`config.mk`:
```
export PLATFORM = sky130hd
export DESIGN_NAME = alu_result_fifo
export DESIGN_NICKNAME = d
export VERILOG_FILES = /design/src/rtl/alu_result_fifo.sv
export SDC_FILE = /design/constraint.sdc
export NUM_CORES = 1
export LEC_CHECK = 0
export ABC_AREA = 0
export ABC_CLOCK_PERIOD_IN_PS = 5850
export BUFFER_PORTS_ARGS = -buffer_cell sky130_fd_sc_hd__buf_2
export CORE_MARGIN = 2
export CORE_UTILIZATION = 50
export DETAILED_ROUTE_END_ITERATION = 8
export PLACE_DENSITY = 0.74
export SLEW_MARGIN = 25
export SYNTH_ARGS = -nofsm -noshare
export SYNTH_HDL_FRONTEND = slang
export SYNTH_SLANG_ARGS = --single-unit
export TNS_END_PERCENT = 50
```
`constraint.sdc`:
```
create_clock -name clk -period 5.85 [get_ports clk]
set_clock_uncertainty 0.2 [all_clocks]
set_input_delay 1.755 -clock clk [delete_from_list [all_inputs] [get_ports clk]]
set_output_delay 1.755 -clock clk [all_outputs]
set_load 0.02 [all_outputs]
```
`src/rtl/alu_result_fifo.sv`:
```
// Result FIFO behind the 128-bit ALU: a first-word-fall-through queue of
// {result, flags, opsel, mode}, plus sticky flags and a saturating stall counter.
module alu_result_fifo #(
  parameter int DWIDTH = 128,
  parameter int DEPTH  = 4,
  parameter int SCW    = 16
) (
  input  logic                       clk,
  input  logic                       rst,
  input  logic                       in_valid,
  output logic                       in_ready,
  input  logic [DWIDTH-1:0]          in_result,
  input  logic                       in_c,
  input  logic                       in_z,
  input  logic                       in_o,
  input  logic                       in_s,
  input  logic [2:0]                 in_opsel,
  input  logic                       in_mode,
  output logic                       out_valid,
  input  logic                       out_ready,
  output logic [DWIDTH-1:0]          out_result,
  output logic [3:0]                 out_flags,
  output logic [2:0]                 out_opsel,
  output logic                       out_mode,
  output logic [$clog2(DEPTH):0]     count,
  output logic [3:0]                 sticky_flags,
  input  logic                       sticky_clr,
  output logic [SCW-1:0]             stall_cnt
);

  localparam int AW = $clog2(DEPTH);
  localparam int CW = AW + 1;
  localparam int BW = DWIDTH + 8;

  logic [BW-1:0] mem [DEPTH];
  logic [AW-1:0] wr_ptr;
  logic [AW-1:0] rd_ptr;
  logic [BW-1:0] head;
  logic [3:0]    flags_in;
  logic [3:0]    push_flags;
  logic          push;
  logic          pop;

  assign in_ready   = (count != CW'(DEPTH));
  assign out_valid  = (count != '0);
  assign push       = in_valid && in_ready;
  assign pop        = out_valid && out_ready;
  assign flags_in   = {in_c, in_z, in_o, in_s};
  assign push_flags = push ? flags_in : '0;

  assign head       = mem[rd_ptr];
  assign out_result = out_valid ? head[BW-1:8] : '0;
  assign out_flags  = out_valid ? head[7:4]    : '0;
  assign out_opsel  = out_valid ? head[3:1]    : '0;
  assign out_mode   = out_valid ? head[0]      : 1'b0;

  // Storage is deliberately left unreset; only the pointers define validity.
  always_ff @(posedge clk) begin
    if (push && !rst) begin
      mem[wr_ptr] <= {in_result, flags_in, in_opsel, in_mode};
    end
  end

  always_ff @(posedge clk) begin
    if (rst) begin
      wr_ptr <= '0;
      rd_ptr <= '0;
      count  <= '0;
    end else begin
      if (push) wr_ptr <= wr_ptr + 1'b1;
      if (pop)  rd_ptr <= rd_ptr + 1'b1;
      case ({push, pop})
        2'b10:   count <= count + 1'b1;
        2'b01:   count <= count - 1'b1;
        default: count <= count;
      endcase
    end
  end

  always_ff @(posedge clk) begin
    if (rst) begin
      sticky_flags <= '0;
    end else if (sticky_clr) begin
      sticky_flags <= push_flags;
    end else begin
      sticky_flags <= sticky_flags | push_flags;
    end
  end

  always_ff @(posedge clk) begin
    if (rst) begin
      stall_cnt <= '0;
    end else if (in_valid && !in_ready && (stall_cnt != '1)) begin
      stall_cnt <= stall_cnt + 1'b1;
    end
  end

endmodule

```
-- After elaboration in Yosys (flattened, before gate mapping)
Memory sizes are Yosys's and may differ from the RTL's. A register that Yosys moved wholly into a read port is not among the register bits.
Cells that the tools add are included.
- input bits: 141
- bits in writable memories: 544
- output and inout bits: 161
- bits in registers: 27
- memory bits (read-only): 0
- memories kept: 1
- latch bits: 0
- logic and storage cells: 36
- add/subtract/negate cells: 5
- shift-type cells: 0
- equality and inequality tests: 4
- multipliers: 0
- mux-type cells: 11
- divide/modulo/power cells: 0
- magnitude comparators: 0
- bitwise gates (word level): 1
- reduce and logical (&&, ||, !) cells: 9
- memory list (name ; words ; bits a word ; read ports ; clocked after memory_dff ; write ports ; line ; RTL):
    mem ; 4 ; 136 ; 1 ; 1 ; 1 ; 35 ; logic [BW-1:0] mem [DEPTH];
- operators with widths (kind ; count):
    128-bit 2-to-1 mux ; 1
    16-bit by 1-bit adder with 16-bit output, second input constant ; 1
    16-bit != test, second input constant ; 1
    4-bit 2-to-1 mux ; 3
    3-bit case mux with 2 select lines ; 1
    1-bit logical AND ; 5
    2-bit by 1-bit adder with 2-bit output, second input constant ; 2
    2-bit 2-to-1 mux ; 2
    4-bit OR ; 1
    3-bit by 1-bit adder with 3-bit output, second input constant ; 1
    1-bit 2-to-1 mux ; 3
    3-bit 2-to-1 mux ; 1
    3-bit != test, second input constant ; 1
    3-bit nonzero test ; 1
    3-bit by 1-bit subtractor with 3-bit output, second input constant ; 1
    2-bit by 1-bit == test with 1-bit output, second input constant ; 1
    2-bit == test, second input constant ; 1
    1-bit zero test ; 2
    2-bit nonzero test ; 1

-- Logic depth before layout (Yosys ltp)
Gate-level depths: netlist of run 1.
- word-level depth: 5
- gate-level depth with buffers: 10
- gate-level depth less buffers: 9

-- Worst setup path before layout of run 1
No wires, ideal clock.
- kind: input to register
- from: in in_valid
- to: mem mem[0][0] (netlist bit), enable pin
- stages: 5
- library setup time: 0.512 ns
- path buffers: 1
- setup slack: -0.334 ns
- required time: 5.138 ns
- arrival: 5.472 ns
- cell sequence: and2_1 -> clkbuf_1 -> inv_1 -> nor2_1 -> and2_1
- word-level cells in the longest chain between the ends: 4
- ends and longest elaborated chain (item ; line ; RTL):
    start: declaration ; 10 ; input logic in_valid,
    1-bit logical AND ; 46 ; assign push = in_valid && in_ready;
    1-bit logical AND ; 59 ; if (push && !rst) begin
    1-bit 2-to-1 mux ; 59 ;
    1-bit 2-to-1 mux (implied by the code) ; 60 ; mem[wr_ptr] <= {in_result, flags_in, in_opsel, in_mode};
    end: declaration ; 35 ;
No other way between the ends.

==> flow_summary_export.csv, run 1 <==
group,metric,value,unit
setup_path,slowest_stage,"dfxtp_4",
synthesis,synth-seq-area-share,0.774,
place,routabilityCongestion,0.794,
detailed_routing,drt-pass1-iter-count,5,
synthesis,synth_enable_flop_cells,544,
layout,synthToLayoutAreaGrowth,19.3,%
timing,setup_tns,0,ns
setup_path,path_delay_family,"buffers and inverters",
setup_path,path_max_fanout,38,
setup_path,slowest_delay,0.73,ns
detailed_routing,drc,0,
timing,min_period,4.71,ns
synthesis,synth_area_per_cell,21.2,um^2
detailed_routing,drt.antenna.violating_nets,0,
grt,grt.overflow.total,0,
grt,grt_first_pass_wirelength,66.1,mm
floorplan,row_count,76,
timing,worst_slew_pin_slew,0.852,ns
clock_network,ctsResizeCount,0,
clock_network,cts_buffers,56,
synthesis,synthAdderAreaFrac,0.00435,
power,power-per-cell-area,459,mW/mm^2
hold_path,worstHoldPathCells,2,
synthesis,synth_cell_type_count,32,
detailed_routing,wl,44.4,mm
grt,grt_util_all_layers,0.197,
setup_path,cp.depth,4,
power,p_leak,8.92,nW
synthesis,synthesis.nets,1177,
setup_path,cp.buffers_inverters,2,
synthesis,synthXorXnorAreaFrac,0.00200,
clock_network,clk_path_buf_depth,3,
synthesis,yosysWarnings,0,
setup_path,worstSetupPathType,"reg2out",
setup_path,cp_data_arrival_time,2.76,ns
layout,final_core_util,0.605,
clock_network,cts.sink_count,573,
detailed_routing,drt_iter0_markers,824,
grt,first_global_vias,11476,
floorplan,initial_core_util,0.508,
grt,antenna_found_initial,11,
layout,layout_commonest_cell,"edfxtp_1",
clock_network,tritoncts,"yes",
timing,setup_violations,0,
setup_path,critPathLaunchType,"flop",
timing,post-route-period-util,0.805,
synthesis,syn_inst,1029,
layout,nNetsFinal,1499,
synthesis,synthArstFlopShare,0,
place,preCtsSetupSlack,1.61,ns
layout,final_cell_mix,"edfxtp_1 (544), buf_2 (301), and2_1 (138), mux4_2 (136), clkbuf_16 (58)",
clock_network,htreeDepth,2,
floorplan,die_area,0.0454,mm^2
place,dp_hpwl,25.5,mm
synthesis,synth_compound_area_frac,0.00944,
hold_path,hold_path_class,"reg2reg",
outcome,status,"finished clean",
clock_network,clock_latency,0.59,ns
setup_path,ff2ff_path_depth,9,
clock_network,postCtsSetupBuffers,0,
layout,drive_gt1_frac,0.397,
detailed_routing,wl_per_cell,22.3,um
place,port_buffers,301,
detailed_routing,vias,10961,
timing,maxSlewHeadroom,0.432,
floorplan,die_h,213,um
detailed_routing,viasPerCell,5.51,
grt,grt_start_max_net_pins,130,
synthesis,synth_ff_type,"edfxtp_1",
clock_network,cts-root-buf,"clkbuf_16",
job,cap_violations,0,
timing,hold_viol,0,
power,power,12.0,mW
setup_path,end_kind,"output port",
synthesis,synthSimpleGateAreaFrac,0.0580,
timing,rsz0062_at_grt,"false",
synthesis,synth_area,0.0219,mm^2
setup_path,path_cells,"buf_4 -> mux4_2 -> and2_1 -> buf_2",
clock_network,clkTransAtPathRegs,0.06,ns
floorplan,boundaryPins,302,
timing,clock.fmax,212,MHz
power,ir_drop,0.339,mV
synthesis,ys_ff_latch,573,
floorplan,die_w,213,um
timing,fin_ws,1.14,ns
setup_path,worstPathRequired,3.89,ns
timing,slew_viol_final,0,
clock_network,ctsHoldBuffers,0,
synthesis,synthMuxAreaShare,0.141,
floorplan,core_area,0.0431,mm^2
synthesis,synth_top_family_by_area,"multiplexers",
[area by class of cell]
| class | instances | area [um^2] |
|---|---|---|
| clock inverter | 33 | 363 |
| sequential | 573 | 16900 |
| fill | 3058 | 17000 |
| multi-input combinational | 396 | 4710 |
| tap | 585 | 732 |
| timing repair buffer | 317 | 1730 |
| inverter | 7 | 26.3 |
| clock buffer | 73 | 1580 |
| antenna | 5 | 12.5 |
[kinds of logic after synthesis]
family                   Yosys count
flip-flops                       573
AND/OR/NAND/NOR                  210
multiplexers                     138
buffers and inverters             60
AO/OA/AOI/OAI                     36
adder cells (fa/ha/maj)            7
XOR/XNOR                           5
[synth_stat cells, types with 3 or more instances]
master,count,share of area
dfxtp_1,29,0.027
inv_1,7,0.0012
xor2_1,3,0.0012
o21ai_0,6,0.0014
nand4_1,5,0.0014
nor2_1,16,0.0027
nor2b_1,6,0.0017
buf_2,18,0.0041
edfxtp_1,544,0.75
ha_1,6,0.0034
clkbuf_1,29,0.0050
nand2_1,8,0.0014
mux4_2,136,0.14
a21oi_1,20,0.0046
or3_1,8,0.0023
and2_1,142,0.041
nand3_1,7,0.0016
or4_1,8,0.0027
buf_1,6,0.0010
o31ai_1,8,0.0027
[metrics by stage]
step                hold slack [ns]  instances  cell area (um^2)
finish                        0.299       1989             26100
global route                  0.355       1985             26100
CTS                           0.310       1984             26100
detailed placement            0.303       1878             24100
global placement              0.290       1878             24100
floorplan                     0.269       1029             21900
[registers in the layout (all words and copies together), names as in the netlist, named ones only]
signal / cells
mem: 544
rd_ptr: 2
stall_cnt: 16
wr_ptr: 2
count: 3
sticky_flags: 4
[power breakdown]
group | internal (mW) | switching [mW] | total, mW | leakage, nW
Sequential | 4.74 | 0.109 | 4.85 | 5.18
Clock | 2.21 | 1.49 | 3.70 | 0.955
Combinational | 1.40 | 2.04 | 3.43 | 2.79
[worst min-delay path, cell delays in order, from the launching register on]
cell and delay [ns]:
dfxtp_1 0.34, nand2_1 0.06, a21oi_1 0.05
[routing by layer]
metal  global-route usage  vias to the layer above  part of all wire
met1                0.257                     5708              0.41
met3               0.0544                       75             0.069
li1                     -                     4833                 -
met2                0.332                      331              0.50
met4               0.0490                       14             0.019
met5                    0                        -            0.0021
[final timing paths]
path	startpoint	endpoint	slack, ns
worst max register to register	count[0]	count[2]	2.53
worst max-delay path	flop	out_result[51]	1.14
worst min register to register	wr_ptr[1]	wr_ptr[1]	0.30
worst min-delay path	wr_ptr[1]	wr_ptr[1]	0.30
No activity file was read; power rests on OpenSTA's default activity.
==> run 2, diff against run 1 <==
--- a/config.mk
+++ b/config.mk
@@ -6,12 +6,12 @@
 export NUM_CORES = 1
 export LEC_CHECK = 0
 export ABC_AREA = 0
-export ABC_CLOCK_PERIOD_IN_PS = 5850
+export ABC_CLOCK_PERIOD_IN_PS = 4900
 export BUFFER_PORTS_ARGS = -buffer_cell sky130_fd_sc_hd__buf_2
 export CORE_MARGIN = 2
 export CORE_UTILIZATION = 50
 export DETAILED_ROUTE_END_ITERATION = 8
-export PLACE_DENSITY = 0.74
+export PLACE_DENSITY = 0.71
 export SLEW_MARGIN = 25
 export SYNTH_ARGS = -nofsm -noshare
 export SYNTH_HDL_FRONTEND = slang
==> constraint.sdc (replaced) <==
create_clock -name clk -period 4.9 [get_ports clk]
set_clock_uncertainty 0.2 [all_clocks]
set_input_delay 1.47 -clock clk [delete_from_list [all_inputs] [get_ports clk]]
set_output_delay 1.47 -clock clk [all_outputs]
set_load 0.02 [all_outputs]
==> flow_summary_export.csv, run 2 (synthesis gave the netlist of run 1 again) <==
group,metric,value,unit
clock_network,htreeDepth,2,
layout,largest-register,"mem",
clock_network,cts_buffers,56,
clock_network,cts.sink_count,573,
detailed_routing,viasPerCell,5.50,
place,dp_hpwl,26.7,mm
timing,min_period,4.25,ns
layout,layout_commonest_cell,"edfxtp_1",
floorplan,row_count,76,
power,p_leak,8.93,nW
layout,largest_reg_flops,544,
setup_path,worstSetupPathType,"reg2out",
layout,largestRegisters,"mem: 544 flops, stall_cnt: 16 flops, sticky_flags: 4 flops",
timing,slew_viol_final,0,
setup_path,path_max_fanout,37,
outcome,status,"finished clean",
detailed_routing,drc,0,
timing,whs,0.298,ns
clock_network,cts-root-buf,"clkbuf_16",
floorplan,die_w,213,um
setup_path,critPathLaunchType,"flop",
floorplan,die_h,213,um
clock_network,ctsResizeCount,0,
grt,grt_util_all_layers,0.192,
timing,setup_violations,0,
timing,rsz0062_at_grt,"false",
detailed_routing,drt-pass1-iter-count,6,
grt,grt.overflow.total,0,
grt,antenna_found_initial,11,
timing,fin_ws,0.650,ns
detailed_routing,drt.antenna.violating_nets,0,
grt,first_global_vias,11233,
floorplan,initial_core_util,0.508,
place,placed_area,0.0243,mm^2
layout,final_cell_mix,"edfxtp_1 (544), buf_2 (301), and2_1 (138), mux4_2 (136), clkbuf_16 (57)",
setup_path,end_kind,"output port",
clock_network,clock_latency,0.58,ns
clock_network,postCtsSetupBuffers,0,
power,ir_drop,0.422,mV
timing,worst_slew_pin_slew,0.735,ns
timing,setup_tns,0,ns
place,dp.cells,1891,
hold_path,hold_path_class,"reg2reg",
layout,fillers,3061,
power,power-per-cell-area,540,mW/mm^2
layout,drive_gt1_frac,0.394,
floorplan,core_area,0.0431,mm^2
timing,post-route-period-util,0.867,
grt,grt_first_pass_wirelength,64.5,mm
grt,grt_start_max_net_pins,70,
setup_path,worstPathRequired,3.23,ns
timing,hold_viol,0,
layout,nNetsFinal,1512,
layout,final_area,0.0261,mm^2
place,port_buffers,301,
clock_network,clk_path_buf_depth,3,
job,cap_violations,0,
place,routabilityCongestion,0.794,
power,power,14.1,mW
detailed_routing,vias,10978,
timing,clock.fmax,235,MHz
detailed_routing,wl_per_cell,21.9,um
place,preCtsSetupSlack,1.09,ns
clock_network,ctsHoldBuffers,0,
floorplan,die_area,0.0454,mm^2
clock_network,tritoncts,"yes",
layout,synthToLayoutAreaGrowth,19.4,%
timing,maxSlewHeadroom,0.510,
layout,fin_cells,1995,
floorplan,boundaryPins,302,
detailed_routing,wl,43.7,mm
detailed_routing,drt_iter0_markers,694,
clock_network,clkTransAtPathRegs,0.05,ns
setup_path,cp_data_arrival_time,2.58,ns
layout,final_core_util,0.606,
[run 2: cell count changes in the layout (fill, tap and decap cells not counted), sizes merged]
cell / change
clkbuf: -6
inv: -3
clkinvlp: -2
buf: +13
clkinv: +4
[run 2: area by class of cell]
class                   count  area (um^2)  area share
diodes                      5         12.5    0.000479
clock buffers              67         1460      0.0561
clock inverters            32          320      0.0123
inverters                   7         26.3     0.00101
multi-input cells         396         4720       0.181
flip-flops and latches    573        16900       0.648
well taps                 585          732      0.0280
repair buffers            330         1900      0.0728
[run 2: where the power goes]
part	leakage [nW]	internal, mW	switching (mW)
logic	2.88	1.70	2.42
clock network	0.874	2.48	1.70
registers	5.18	5.66	0.139
total	8.93	9.83	4.26
[run 2: critical path, cell delays in order, from the launching register on]
cell     delay (ns)
dfxtp_4        0.69
buf_12         0.37
mux4_2         0.55
and2_1         0.19
buf_2          0.16
[run 2: final timing paths]
check | startpoint | endpoint | slack (ns) | depth (start not counted)
worst max-delay path | flop | out_result[57] | 0.65 | 4
worst min-delay path | wr_ptr[1] | wr_ptr[1] | 0.30 | 2
worst max register to register | count[0] | count[2] | 2.04 | 8
worst min register to register | wr_ptr[1] | wr_ptr[1] | 0.30 | 2
[run 2: layer usage]
metal | vias up | track usage | share of wire
met5 | - | 0 | 0.0016
met4 | 12 | 0.0658 | 0.024
met3 | 85 | 0.0496 | 0.069
met2 | 337 | 0.308 | 0.49
met1 | 5685 | 0.256 | 0.41
li1 | 4859 | - | -
==> run 3, diff against run 2 <==
--- a/config.mk
+++ b/config.mk
@@ -7,8 +7,7 @@
 export LEC_CHECK = 0
 export ABC_AREA = 0
 export ABC_CLOCK_PERIOD_IN_PS = 4900
-export BUFFER_PORTS_ARGS = -buffer_cell sky130_fd_sc_hd__buf_2
-export CORE_MARGIN = 2
+export BUFFER_PORTS_ARGS = -buffer_cell sky130_fd_sc_hd__clkbuf_2
 export CORE_UTILIZATION = 50
 export DETAILED_ROUTE_END_ITERATION = 8
 export PLACE_DENSITY = 0.71
==> flow_summary_export.csv, run 3 (synthesis gave the netlist of run 1 again) <==
group,metric,value,unit
timing,setup_violations,0,
layout,final_area,0.0259,mm^2
timing,maxSlewHeadroom,0.572,
detailed_routing,wl_per_cell,21.5,um
grt,antenna_found_initial,6,
power,ir_drop,0.419,mV
grt,grt_first_pass_wirelength,64.8,mm
power,p_leak,8.76,nW
clock_network,ctsResizeCount,0,
hold_path,hp-start,"wr_ptr[1]",
clock_network,clkTransAtPathRegs,0.06,ns
place,placed_area,0.0242,mm^2
floorplan,die_h,211,um
timing,rsz0062_at_grt,"false",
clock_network,postCtsSetupBuffers,0,
layout,layout_commonest_cell,"edfxtp_1",
layout,largest-register,"mem",
timing,setup_tns,0,ns
setup_path,critPathLaunchType,"flop",
timing,slew_viol_final,0,
detailed_routing,drt-pass1-iter-count,5,
setup_path,rr_startpoint,"count[2]",
grt,grt_util_all_layers,0.193,
timing,hold_viol,0,
timing,min_period,4.23,ns
clock_network,tritoncts,"yes",
timing,whs,0.300,ns
clock_network,cts_buffers,55,
place,port_buffers,301,
layout,fillers,3114,
detailed_routing,viasPerCell,5.49,
floorplan,core_area,0.0431,mm^2
detailed_routing,drt.antenna.violating_nets,0,
floorplan,boundaryPins,302,
hold_path,hold_end,"wr_ptr[1]",
hold_path,hold_path_class,"reg2reg",
clock_network,cts-root-buf,"clkbuf_16",
layout,nNetsFinal,1498,
layout,fin_cells,1977,
grt,grt_start_max_net_pins,80,
setup_path,cp_data_arrival_time,2.56,ns
detailed_routing,drc,0,
setup_path,reg2reg_to,"count[2]",
setup_path,path_cells,"buf_12 -> mux4_2 -> and2_1 -> clkbuf_2",
floorplan,die_w,211,um
layout,synthToLayoutAreaGrowth,18.4,%
setup_path,slowest_stage,"mux4_2",
setup_path,ff2ff_path_depth,9,
setup_path,path_max_fanout,55,
clock_network,htreeDepth,2,
layout,largest_reg_flops,544,
detailed_routing,vias,10857,
timing,clock.fmax,237,MHz
grt,grt.overflow.total,0,
power,power-per-cell-area,537,mW/mm^2
clock_network,cts.sink_count,573,
layout,drive_gt1_frac,0.387,
grt,first_global_vias,11472,
detailed_routing,wl,42.6,mm
clock_network,clock_latency,0.58,ns
layout,final_core_util,0.601,
floorplan,die_area,0.0446,mm^2
place,routabilityCongestion,0.756,
floorplan,initial_core_util,0.508,
setup_path,slowest_delay,0.57,ns
detailed_routing,drt_iter0_markers,697,
layout,final_cell_mix,"edfxtp_1 (544), clkbuf_2 (301), and2_1 (138), mux4_2 (136), clkbuf_16 (57)",
floorplan,row_count,76,
layout,largestRegisters,"mem: 544 flops, stall_cnt: 16 flops, sticky_flags: 4 flops",
job,cap_violations,0,
setup_path,worstSetupPathType,"reg2out",
timing,post-route-period-util,0.862,
timing,worst_slew_pin_slew,0.642,ns
setup_path,end_kind,"output port",
setup_path,worstPathRequired,3.23,ns
place,dp_hpwl,24.0,mm
place,dp.cells,1878,
hold_path,worstHoldPathCells,2,
clock_network,clk_path_buf_depth,3,
outcome,status,"finished clean",
clock_network,ctsHoldBuffers,0,
setup_path,reg2reg_slack,1.74,ns
-- run 3: cell types whose count changed in the layout (fill, tap and decap cells not counted) --
cell and change:
diode_2 -3, nor4_2 -1, buf_12 -1, clkinv_2 +2, clkbuf_1 +4, buf_4 -12, bufinv_16 -3, nor4_1 +1
buf_2 -301, clkinv_1 -5, clkbuf_2 +301
-- run 3: through the flow --
step           total power, mW  worst slack (ns)
3_5_place_dp              10.1              1.24
2_1_floorplan             8.66            -0.998
5_1_grt                   14.5             0.501
3_3_place_gp              10.1              1.26
4_1_cts                   14.1             0.599
6_report                  13.9             0.674
-- run 3: area by class of cell --
class,instances,area [um^2],share of cell area
flip-flops and latches,573,16900,0.654
multi-input cells,396,4710,0.182
repair buffers,317,1790,0.0691
clock buffers,71,1480,0.0571
well taps,585,732,0.0283
clock inverters,26,221,0.00855
inverters,7,26.3,0.00101
diodes,2,5.00,0.000193
-- run 3: layer usage --
layer / part of all wire / GRT usage
met3: 0.078 / 0.0566
met5: 0.0011 / 0
met1: 0.41 / 0.262
met2: 0.49 / 0.309
met4: 0.021 / 0.0515
-- run 3: where the power goes --
| part | switching (mW) | internal [mW] |
|---|---|---|
| clock network | 1.68 | 2.32 |
| logic | 2.45 | 1.67 |
| registers | 0.127 | 5.66 |
| total | 4.25 | 9.65 |
-- run 3: worst max-delay path: cells and delay by family, from the launching register on --
kind	cells	cell delay, ns
and+or+nand+nor	1	0.17
DFF	1	0.55
muxes	1	0.57
buffers and inverters	2	0.58
-- run 3: worst max-delay path by stage --
stage / to / cells past startpoint / from
floorplan: mem[2][0] / 5 / in_valid
global placement: out_result[42] / 4 / flop
detailed placement: out_result[30] / 4 / flop
CTS: out_result[45] / 4 / flop
global route: out_result[45] / 4 / flop
finish: out_result[45] / 4 / flop
